### src/rtl/axil_snn_ctrl_slave_pkg.sv
// axil_snn_ctrl_slave_pkg: shared register offsets, response codes and channel FSM states
//   for the SNN accelerator AXI4-Lite control slave.
package pa_SnnAccelerator;
    localparam logic [31:0] CTRL_OFF   = 32'h000;
    localparam logic [31:0] STATUS_OFF = 32'h004;
    localparam logic [31:0] RESULT_OFF = 32'h008;
    localparam logic [31:0] CYCLES_OFF = 32'h00C;
    localparam logic [31:0] IMAGE_BASE = 32'h400;
    localparam logic [1:0]  RESP_OKAY   = 2'b00;
    localparam logic [1:0]  RESP_SLVERR = 2'b10;
    typedef enum logic [1:0] {W_IDLE, W_EXEC, W_RESP} wr_state_e;
    typedef enum logic {R_IDLE, R_DATA} rd_state_e;
endpackage

### src/rtl/axil_snn_ctrl_slave_if.sv
// axil_snn_ctrl_slave_if: AXI4-Lite bus bundle.
//   master: drives AW/W/AR address+data, BREADY, RREADY
//   slave : drives AWREADY, WREADY, B response, ARREADY, R data/response
interface axil_snn_ctrl_slave_if #(
    parameter int AXI_ADDR_WIDTH = 32
);
    logic [AXI_ADDR_WIDTH-1:0] AWADDR;
    logic [2:0]                AWPROT;
    logic                      AWVALID;
    logic                      AWREADY;
    logic [31:0]               WDATA;
    logic [3:0]                WSTRB;
    logic                      WVALID;
    logic                      WREADY;
    logic [1:0]                BRESP;
    logic                      BVALID;
    logic                      BREADY;
    logic [AXI_ADDR_WIDTH-1:0] ARADDR;
    logic [2:0]                ARPROT;
    logic                      ARVALID;
    logic                      ARREADY;
    logic [31:0]               RDATA;
    logic [1:0]                RRESP;
    logic                      RVALID;
    logic                      RREADY;
    modport master (
        output AWADDR, AWPROT, AWVALID, WDATA, WSTRB, WVALID, BREADY, ARADDR, ARPROT, ARVALID, RREADY,
        input  AWREADY, WREADY, BRESP, BVALID, ARREADY, RDATA, RRESP, RVALID
    );
    modport slave (
        input  AWADDR, AWPROT, AWVALID, WDATA, WSTRB, WVALID, BREADY, ARADDR, ARPROT, ARVALID, RREADY,
        output AWREADY, WREADY, BRESP, BVALID, ARREADY, RDATA, RRESP, RVALID
    );
endinterface

### src/rtl/axil_snn_ctrl_regs.sv
// axil_snn_ctrl_regs: address decode, control/status registers and busy-cycle counter.
//   we_i/waddr_i/wdata_i/wstrb_i : one-cycle write execute with captured AW/W, bresp_o its response
//   raddr_i -> rdata_o/rresp_o   : combinational read decode
//   img_*_o, core_start_o        : side effects into the core; spike_*_i : core result
module axil_snn_ctrl_regs
    import pa_SnnAccelerator::*;
#(
    parameter int AW         = 32,
    parameter int IMAGE_SIZE = 256,
    parameter int PIXEL_BITS = 8,
    parameter int NEUR_BITS  = 8,
    localparam int IW        = $clog2(IMAGE_SIZE)
) (
    input  logic                  clk_i,
    input  logic                  rst_i,
    input  logic                  we_i,
    input  logic [AW-1:0]         waddr_i,
    input  logic [31:0]           wdata_i,
    input  logic [3:0]            wstrb_i,
    output logic [1:0]            bresp_o,
    input  logic [AW-1:0]         raddr_i,
    output logic [31:0]           rdata_o,
    output logic [1:0]            rresp_o,
    output logic                  img_we_o,
    output logic [IW-1:0]         img_addr_o,
    output logic [PIXEL_BITS-1:0] img_wdata_o,
    output logic                  core_start_o,
    input  logic                  spike_valid_i,
    input  logic [NEUR_BITS-1:0]  spike_neur_i
);
    logic busy_q, busy_d, done_q, done_d, valid_q, valid_d;
    logic [NEUR_BITS-1:0] neur_q, neur_d;
    logic [31:0] cycles_q, cycles_d;
    logic [AW-1:0] wa, ra, w_off, r_off;
    logic w_img, w_ctrl, w_known, r_img, r_known, fire, start, clr;
    logic unused_bits;
    // Low address bits are ignored everywhere; decode on the word-aligned address.
    assign wa      = {waddr_i[AW-1:2], 2'b00};
    assign ra      = {raddr_i[AW-1:2], 2'b00};
    assign w_off   = wa - AW'(IMAGE_BASE);
    assign r_off   = ra - AW'(IMAGE_BASE);
    assign w_img   = wa >= AW'(IMAGE_BASE) && w_off[AW-1:2] < (AW-2)'(IMAGE_SIZE);
    assign r_img   = ra >= AW'(IMAGE_BASE) && r_off[AW-1:2] < (AW-2)'(IMAGE_SIZE);
    assign w_ctrl  = wa == AW'(CTRL_OFF);
    assign w_known = w_img || wa <= AW'(CYCLES_OFF);
    assign r_known = r_img || ra <= AW'(CYCLES_OFF);
    assign fire    = we_i && wstrb_i[0];
    assign start   = fire && w_ctrl && wdata_i[0] && !busy_q;
    assign clr     = fire && w_ctrl && wdata_i[1];
    assign img_we_o     = fire && w_img && !busy_q;
    assign img_addr_o   = w_off[IW+1:2];
    assign img_wdata_o  = wdata_i[PIXEL_BITS-1:0];
    assign core_start_o = start;
    // Pixel writes during a run are refused so the core sees a stable image.
    assign bresp_o = (!w_known || (wstrb_i[0] && w_img && busy_q)) ? RESP_SLVERR : RESP_OKAY;
    assign rresp_o = r_known ? RESP_OKAY : RESP_SLVERR;
    assign rdata_o = ra == AW'(STATUS_OFF) ? {29'd0, busy_q, done_q, !busy_q} :
                     ra == AW'(RESULT_OFF) ? {valid_q, 31'(neur_q)} :
                     ra == AW'(CYCLES_OFF) ? cycles_q : 32'd0;
    assign unused_bits = ^{wdata_i[31:PIXEL_BITS], wstrb_i[3:1], waddr_i[1:0], raddr_i[1:0], w_off, r_off};
    // Ordering inside one cycle: count, then CLR, then spike capture, then START (START wins).
    always_comb begin
        busy_d   = busy_q;
        done_d   = done_q;
        valid_d  = valid_q;
        neur_d   = neur_q;
        cycles_d = busy_q ? (&cycles_q ? cycles_q : cycles_q + 32'd1) : cycles_q;
        if (clr) begin
            done_d   = 1'b0;
            valid_d  = 1'b0;
            neur_d   = '0;
            cycles_d = '0;
        end
        if (busy_q && spike_valid_i) begin
            busy_d  = 1'b0;
            done_d  = 1'b1;
            valid_d = 1'b1;
            neur_d  = spike_neur_i;
        end
        if (start) begin
            busy_d   = 1'b1;
            done_d   = 1'b0;
            valid_d  = 1'b0;
            neur_d   = '0;
            cycles_d = '0;
        end
    end
    always_ff @(posedge clk_i) begin
        if (rst_i) begin
            busy_q   <= 1'b0;
            done_q   <= 1'b0;
            valid_q  <= 1'b0;
            neur_q   <= '0;
            cycles_q <= '0;
        end else begin
            busy_q   <= busy_d;
            done_q   <= done_d;
            valid_q  <= valid_d;
            neur_q   <= neur_d;
            cycles_q <= cycles_d;
        end
    end
endmodule

### src/rtl/axil_snn_ctrl_slave.sv
// axil_snn_ctrl_slave: AXI4-Lite register window into the SNN accelerator core.
//   CLK/RST : clock, synchronous active-high reset
//   bus     : AXI4-Lite slave port (write and read channels run independently)
//   img_*   : pixel write strobe/index/value into core image memory
//   core_*  : run start pulse out, first-spike report in
module axil_snn_ctrl_slave
    import pa_SnnAccelerator::*;
#(
    parameter int AXI_ADDR_WIDTH = 32,
    parameter int AXI_DATA_WIDTH = 32,
    parameter int IMAGE_SIZE     = 256,
    parameter int PIXEL_BITS     = 8,
    parameter int NEUR_BITS      = 8
) (
    input  logic                          CLK,
    input  logic                          RST,
    axil_snn_ctrl_slave_if.slave          bus,
    output logic                          img_we,
    output logic [$clog2(IMAGE_SIZE)-1:0] img_addr,
    output logic [PIXEL_BITS-1:0]         img_wdata,
    output logic                          core_start,
    input  logic                          core_spike_valid,
    input  logic [NEUR_BITS-1:0]          core_spike_neur
);
    wr_state_e w_q, w_d;
    rd_state_e r_q, r_d;
    logic rdy_q, aw_held_q, aw_held_d, w_held_q, w_held_d;
    logic aw_hs, w_hs, ar_hs;
    logic [AXI_ADDR_WIDTH-1:0] awaddr_q;
    logic [AXI_DATA_WIDTH-1:0] wdata_q, rdata_q, rdata;
    logic [3:0] wstrb_q;
    logic [1:0] bresp_q, bresp, rresp_q, rresp;
    logic unused_prot;
    // rdy_q keeps the readies low through reset and for the first edge after it.
    assign bus.AWREADY = rdy_q && w_q == W_IDLE && !aw_held_q;
    assign bus.WREADY  = rdy_q && w_q == W_IDLE && !w_held_q;
    assign bus.BVALID  = w_q == W_RESP;
    assign bus.BRESP   = bresp_q;
    assign bus.ARREADY = rdy_q && r_q == R_IDLE;
    assign bus.RVALID  = r_q == R_DATA;
    assign bus.RDATA   = rdata_q;
    assign bus.RRESP   = rresp_q;
    assign aw_hs = bus.AWVALID && bus.AWREADY;
    assign w_hs  = bus.WVALID && bus.WREADY;
    assign ar_hs = bus.ARVALID && bus.ARREADY;
    assign unused_prot = ^{bus.AWPROT, bus.ARPROT};
    always_comb begin
        aw_held_d = w_q != W_EXEC && (aw_held_q || aw_hs);
        w_held_d  = w_q != W_EXEC && (w_held_q || w_hs);
        w_d = (w_q == W_IDLE && aw_held_d && w_held_d) ? W_EXEC :
              (w_q == W_EXEC) ? W_RESP :
              (w_q == W_RESP && bus.BREADY) ? W_IDLE : w_q;
        r_d = ar_hs ? R_DATA : (r_q == R_DATA && bus.RREADY) ? R_IDLE : r_q;
    end
    always_ff @(posedge CLK) begin
        if (RST) begin
            w_q       <= W_IDLE;
            r_q       <= R_IDLE;
            rdy_q     <= 1'b0;
            aw_held_q <= 1'b0;
            w_held_q  <= 1'b0;
            awaddr_q  <= '0;
            wdata_q   <= '0;
            wstrb_q   <= '0;
            bresp_q   <= '0;
            rdata_q   <= '0;
            rresp_q   <= '0;
        end else begin
            w_q       <= w_d;
            r_q       <= r_d;
            rdy_q     <= 1'b1;
            aw_held_q <= aw_held_d;
            w_held_q  <= w_held_d;
            if (aw_hs) awaddr_q <= bus.AWADDR;
            if (w_hs) begin
                wdata_q <= bus.WDATA;
                wstrb_q <= bus.WSTRB;
            end
            if (w_q == W_EXEC) bresp_q <= bresp;
            // Read data is captured at the AR handshake edge, so it reflects pre-write state.
            if (ar_hs) begin
                rdata_q <= rdata;
                rresp_q <= rresp;
            end
        end
    end
    axil_snn_ctrl_regs #(
        .AW(AXI_ADDR_WIDTH),
        .IMAGE_SIZE(IMAGE_SIZE),
        .PIXEL_BITS(PIXEL_BITS),
        .NEUR_BITS(NEUR_BITS)
    ) u_regs (
        .clk_i(CLK),
        .rst_i(RST),
        .we_i(w_q == W_EXEC),
        .waddr_i(awaddr_q),
        .wdata_i(wdata_q),
        .wstrb_i(wstrb_q),
        .bresp_o(bresp),
        .raddr_i(bus.ARADDR),
        .rdata_o(rdata),
        .rresp_o(rresp),
        .img_we_o(img_we),
        .img_addr_o(img_addr),
        .img_wdata_o(img_wdata),
        .core_start_o(core_start),
        .spike_valid_i(core_spike_valid),
        .spike_neur_i(core_spike_neur)
    );
endmodule

### src/flat_wrapper.sv
// flat-port wrapper written by rule: the top's interface ports become plain ports
module axil_snn_ctrl_slave_flat import pa_SnnAccelerator::*;
#(
    parameter int AXI_ADDR_WIDTH = 32,
    parameter int AXI_DATA_WIDTH = 32,
    parameter int IMAGE_SIZE     = 256,
    parameter int PIXEL_BITS     = 8,
    parameter int NEUR_BITS      = 8
)
  (CLK, RST, img_we, img_addr, img_wdata, core_start, core_spike_valid, core_spike_neur, bus_AWADDR, bus_AWPROT, bus_AWVALID, bus_WDATA, bus_WSTRB, bus_WVALID, bus_BREADY, bus_ARADDR, bus_ARPROT, bus_ARVALID, bus_RREADY, bus_AWREADY, bus_WREADY, bus_BRESP, bus_BVALID, bus_ARREADY, bus_RDATA, bus_RRESP, bus_RVALID);
  axil_snn_ctrl_slave_if #(.AXI_ADDR_WIDTH(AXI_ADDR_WIDTH)) bus_i ();
  input  logic CLK;
  input  logic RST;
  output logic img_we;
  output logic [$clog2(IMAGE_SIZE)-1:0] img_addr;
  output logic [PIXEL_BITS-1:0] img_wdata;
  output logic core_start;
  input  logic core_spike_valid;
  input  logic [NEUR_BITS-1:0] core_spike_neur;
  input wire logic [$bits(bus_i.AWADDR)-1:0] bus_AWADDR;
  input wire logic [$bits(bus_i.AWPROT)-1:0] bus_AWPROT;
  input wire logic [$bits(bus_i.AWVALID)-1:0] bus_AWVALID;
  input wire logic [$bits(bus_i.WDATA)-1:0] bus_WDATA;
  input wire logic [$bits(bus_i.WSTRB)-1:0] bus_WSTRB;
  input wire logic [$bits(bus_i.WVALID)-1:0] bus_WVALID;
  input wire logic [$bits(bus_i.BREADY)-1:0] bus_BREADY;
  input wire logic [$bits(bus_i.ARADDR)-1:0] bus_ARADDR;
  input wire logic [$bits(bus_i.ARPROT)-1:0] bus_ARPROT;
  input wire logic [$bits(bus_i.ARVALID)-1:0] bus_ARVALID;
  input wire logic [$bits(bus_i.RREADY)-1:0] bus_RREADY;
  output wire logic [$bits(bus_i.AWREADY)-1:0] bus_AWREADY;
  output wire logic [$bits(bus_i.WREADY)-1:0] bus_WREADY;
  output wire logic [$bits(bus_i.BRESP)-1:0] bus_BRESP;
  output wire logic [$bits(bus_i.BVALID)-1:0] bus_BVALID;
  output wire logic [$bits(bus_i.ARREADY)-1:0] bus_ARREADY;
  output wire logic [$bits(bus_i.RDATA)-1:0] bus_RDATA;
  output wire logic [$bits(bus_i.RRESP)-1:0] bus_RRESP;
  output wire logic [$bits(bus_i.RVALID)-1:0] bus_RVALID;
  assign bus_i.AWADDR = bus_AWADDR;
  assign bus_i.AWPROT = bus_AWPROT;
  assign bus_i.AWVALID = bus_AWVALID;
  assign bus_i.WDATA = bus_WDATA;
  assign bus_i.WSTRB = bus_WSTRB;
  assign bus_i.WVALID = bus_WVALID;
  assign bus_i.BREADY = bus_BREADY;
  assign bus_i.ARADDR = bus_ARADDR;
  assign bus_i.ARPROT = bus_ARPROT;
  assign bus_i.ARVALID = bus_ARVALID;
  assign bus_i.RREADY = bus_RREADY;
  assign bus_AWREADY = bus_i.AWREADY;
  assign bus_WREADY = bus_i.WREADY;
  assign bus_BRESP = bus_i.BRESP;
  assign bus_BVALID = bus_i.BVALID;
  assign bus_ARREADY = bus_i.ARREADY;
  assign bus_RDATA = bus_i.RDATA;
  assign bus_RRESP = bus_i.RRESP;
  assign bus_RVALID = bus_i.RVALID;
  axil_snn_ctrl_slave #(.AXI_ADDR_WIDTH(AXI_ADDR_WIDTH), .AXI_DATA_WIDTH(AXI_DATA_WIDTH), .IMAGE_SIZE(IMAGE_SIZE), .PIXEL_BITS(PIXEL_BITS), .NEUR_BITS(NEUR_BITS)) u_core (.CLK(CLK), .RST(RST), .bus(bus_i), .img_we(img_we), .img_addr(img_addr), .img_wdata(img_wdata), .core_start(core_start), .core_spike_valid(core_spike_valid), .core_spike_neur(core_spike_neur));
endmodule
### config.mk
export PLATFORM = sky130hd
export DESIGN_NAME = axil_snn_ctrl_slave_flat
export DESIGN_NICKNAME = d
export VERILOG_FILES = /design/src/rtl/axil_snn_ctrl_slave_pkg.sv /design/src/rtl/axil_snn_ctrl_slave_if.sv /design/src/rtl/axil_snn_ctrl_regs.sv /design/src/rtl/axil_snn_ctrl_slave.sv /design/src/flat_wrapper.sv
export SDC_FILE = /design/constraint.sdc
export NUM_CORES = 1
export LEC_CHECK = 0
export CORE_MARGIN = 2
export CORE_UTILIZATION = 45
export CTS_CLUSTER_DIAMETER = 120
export DETAILED_ROUTE_END_ITERATION = 12
export HOLD_SLACK_MARGIN = 0.12
export PLACE_DENSITY = 0.78
export RECOVER_POWER = 100
export SLEW_MARGIN = 15
export SYNTH_ARGS = -nofsm -noshare
export SYNTH_HDL_FRONTEND = slang
export SYNTH_SLANG_ARGS = --single-unit
export TNS_END_PERCENT = 50
### constraint.sdc
create_clock -name CLK -period 3.65 [get_ports CLK]
set_clock_uncertainty 0.15 [all_clocks]
set_input_delay 0.365 -clock CLK [delete_from_list [all_inputs] [get_ports CLK]]
set_output_delay 0.365 -clock CLK [all_outputs]
set_load 0.005 [all_outputs]
==> metrics.csv <==
stage;metric;value;unit
critical_path;crit_type;register to output port;
global_routing;grt_max_degree;62;
logic_synthesis;netlist.area_leader.share;0.469;
power;p_leak;0.00266;uW
power;p_clk_frac;0.520;
critical_path;end_kind;output port;
status;failed_checks;max-capacitance violations, max-slew violations;
clocking;postCtsSetupBuffers;0;
timing;finalSetupViolations;0;
cells_and_area;fin_nets;856;
routing;wl;13600;um
timing;setup_slack;0.139;ns
power;powerDensity;472;nW/um^2
logic_synthesis;synthFlopType;dfxtp_1;
global_routing;grtUsageTotal;0.218;
routing;remaining_drc_errors;0;
clocking;cts_buffers;17;
routing;vias_per_cell;5.55;
timing;hold_violations;0;
global_routing;grt_pass1_vias;4844;
logic_synthesis;ys_seq_area_frac;0.469;
die;core-area;11300;um^2
routing;drt_pass1_iterations;5;
power;vdd_drop_max;0.363;mV
clocking;cts_root_buf;clkbuf_16;
power;switchingPower;719;uW
placed_design;dp_slack;0.315;ns
power;internal_power;2690;uW
timing;rsz0062_at_grt;false;
cells_and_area;fin_util;0.637;
clocking;ctsResizeCount;1;
cells_and_area;drive_gt1_frac;0.0684;
clocking;clk_latency;0.41;ns
status;status;finished with violations;
global_routing;gr-total-overflow;0;
placed_design;dp_hpwl;9690;um
power;p_total;3410;uW
critical_path;critPathRequiredTime;3.13;ns
routing;first_iter_violations;330;
routing;num_vias;4937;
die;rows;39;
logic_synthesis;yosys_warnings;0;
logic_synthesis;netlist_area;5170;um^2
power;combPwrFrac;0.077;
clocking;clk_pin_slew_worst_paths;0.06;ns
die;dieHeight;111;um
timing;finalCritPeriodShare;0.962;
min_path;min_path_type;input pin to register;
clocking;cts_tree;yes;
timing;fmax;0.285;GHz
die;ioPinCount;181;
critical_path;crit_fanout;3;
clocking;h-tree-depth;4;
logic_synthesis;async_flop_share;0;
logic_synthesis;synth_cells;605;
logic_synthesis;ys_types;52;
timing;maxSlewViolCount;62;
clocking;hold_buffers;0;
power;swShare;0.211;
global_routing;antenna_found_initial;0;
critical_path;cp_data_arrival_time;3.00;ns
logic_synthesis;synth_edf_count;0;
placed_design;gp_congestion;0.916;
routing;antenna_left;0;
die;dieArea;12400;um^2
cells_and_area;syn_to_final_growth;39.6;%
timing;hold-worst-slack;0.111;ns
timing;worstMarginPinSlew;2.60;ns
timing;period_needed;3.51;ns
logic_synthesis;ys_ff_latch;121;
clocking;numClockSinks;121;
power;pwr-share-seq;0.403;
flow_run;cap_viol_max_count;1;
placed_design;port_buffers;141;
critical_path;crit_path_start_kind;register;
die;start_util;0.457;
timing;tns;0;ns
clocking;cts_max_path_buffers;2;
cells_and_area;num_antenna_cells;0;
logic_synthesis;synth_top_cell_by_area;dfxtp_1;
global_routing;grt_pass1_wl;22400;um
cells_and_area;final_common_cell;dfxtp_1;
logic_synthesis;syn_avg_cell_area;8.54;um^2
routing;wl_per_cell;15.3;um
cells_and_area;final_cell_mix;dfxtp_1 (121), nand2_1 (99), clkdlybuf4s50_1 (83), a21oi_1 (70), dlygate4sd3_1 (56);
logic_synthesis;netlist_top_cells_area;dfxtp_1 (47%), nand2_1 (7.2%), a21oi_1 (6.8%);
timing;relSlewSlack;-0.734;
die;dieWidth;111;um
path summary, 6_finish.rpt:
kind | cells after the start | start | endpoint | slack, ns
min | 2 | RST | u_core.rdy_q | 0.11
max reg2reg | 7 | u_core.awaddr_q[5] | u_core.u_regs.neur_q[1] | 0.39
min reg2reg | 2 | u_core.wdata_q[3] | u_core.wdata_q[3] | 0.30
max | 5 | u_core.awaddr_q[5] | core_start | 0.14
sequential cells by signal (all words and copies together) (netlist names):
signal / flops
u_core.u_regs.cycles_q: 32
u_core.bus.RRESP: 1
u_core.wdata_q: 8
u_core.bus.RVALID: 1
u_core.w_held_q: 1
u_core.rdy_q: 1
u_core.bus.BRESP: 1
u_core.u_regs.neur_q: 8
u_core.u_regs.valid_q: 1
u_core.u_regs.busy_q: 1
u_core.wstrb_q: 1
u_core.awaddr_q: 30
u_core.w_q: 2
u_core.aw_held_q: 1
u_core.bus.RDATA: 32
routing by layer:
layer,global-route usage,wire (um),up-vias
met2,0.381,6790,179
met1,0.253,5530,2282
met3,0.0749,1000,22
met4,0.0642,235,0
met5,0,0,-
li1,-,-,2454
Yosys cell counts, types with 4 or more instances:
cell / instances
a21oi_1: 70
a22o_1: 23
a22oi_1: 9
and4_1: 4
buf_4: 10
clkbuf_1: 26
dfxtp_1: 121
inv_1: 15
mux2_2: 5
mux2i_1: 4
nand2_1: 99
nand3_1: 21
nand4_1: 17
nor2_1: 23
nor2_2: 9
nor2b_1: 4
nor3_1: 13
nor4_1: 11
nor4b_1: 5
o211ai_1: 4
o21a_1: 4
o21ai_0: 19
o31ai_1: 9
o32ai_1: 5
or3_1: 15
or4_1: 19
xnor2_1: 5
layout make-up:
class | instances | area [um^2]
clock buffers | 21 | 470
repair buffers | 151 | 1480
multi-input cells | 427 | 2440
clock inverters | 11 | 169
flip-flops and latches | 121 | 2420
fillers | 976 | 4110
inverters | 15 | 56.3
well taps | 143 | 179
power groups by stage:
stage               logic [uW]  registers (uW)  clock network, uW
detailed placement         269            1400                  0
floorplan                  127            1400                  0
finish                     262            1370               1770
CTS                        272            1370               1800
global route               288            1380               1850
global placement           264            1400                  0
metrics by stage:
stage,instance area [um^2],cells
global route,7210,889
global placement,6630,857
finish,7210,889
detailed placement,6630,857
floorplan,5170,606
CTS,7270,889
cells by family (layout without fill, tap and decap cells):
kind of cell	after synthesis	after routing	synth area share
DFF	121	121	0.469
other	1	2	0.000726
AOI/OAI and AO/OA	155	155	0.192
adders and majority gates	1	1	0.00242
buffers and inverters	58	198	0.0540
xor gates and xnor gates	8	8	0.0136
muxes	9	9	0.0186
and+or+nand+nor	252	252	0.250
worst max-delay path: stages, from the launching register on:
cell and delay, ns:
dfxtp_1 0.32, or4_1 0.54, or4_1 0.56, or4_1 0.56, nor3b_1 0.30, dlygate4sd2_1 0.31
(Power assumes the default switching activity.)
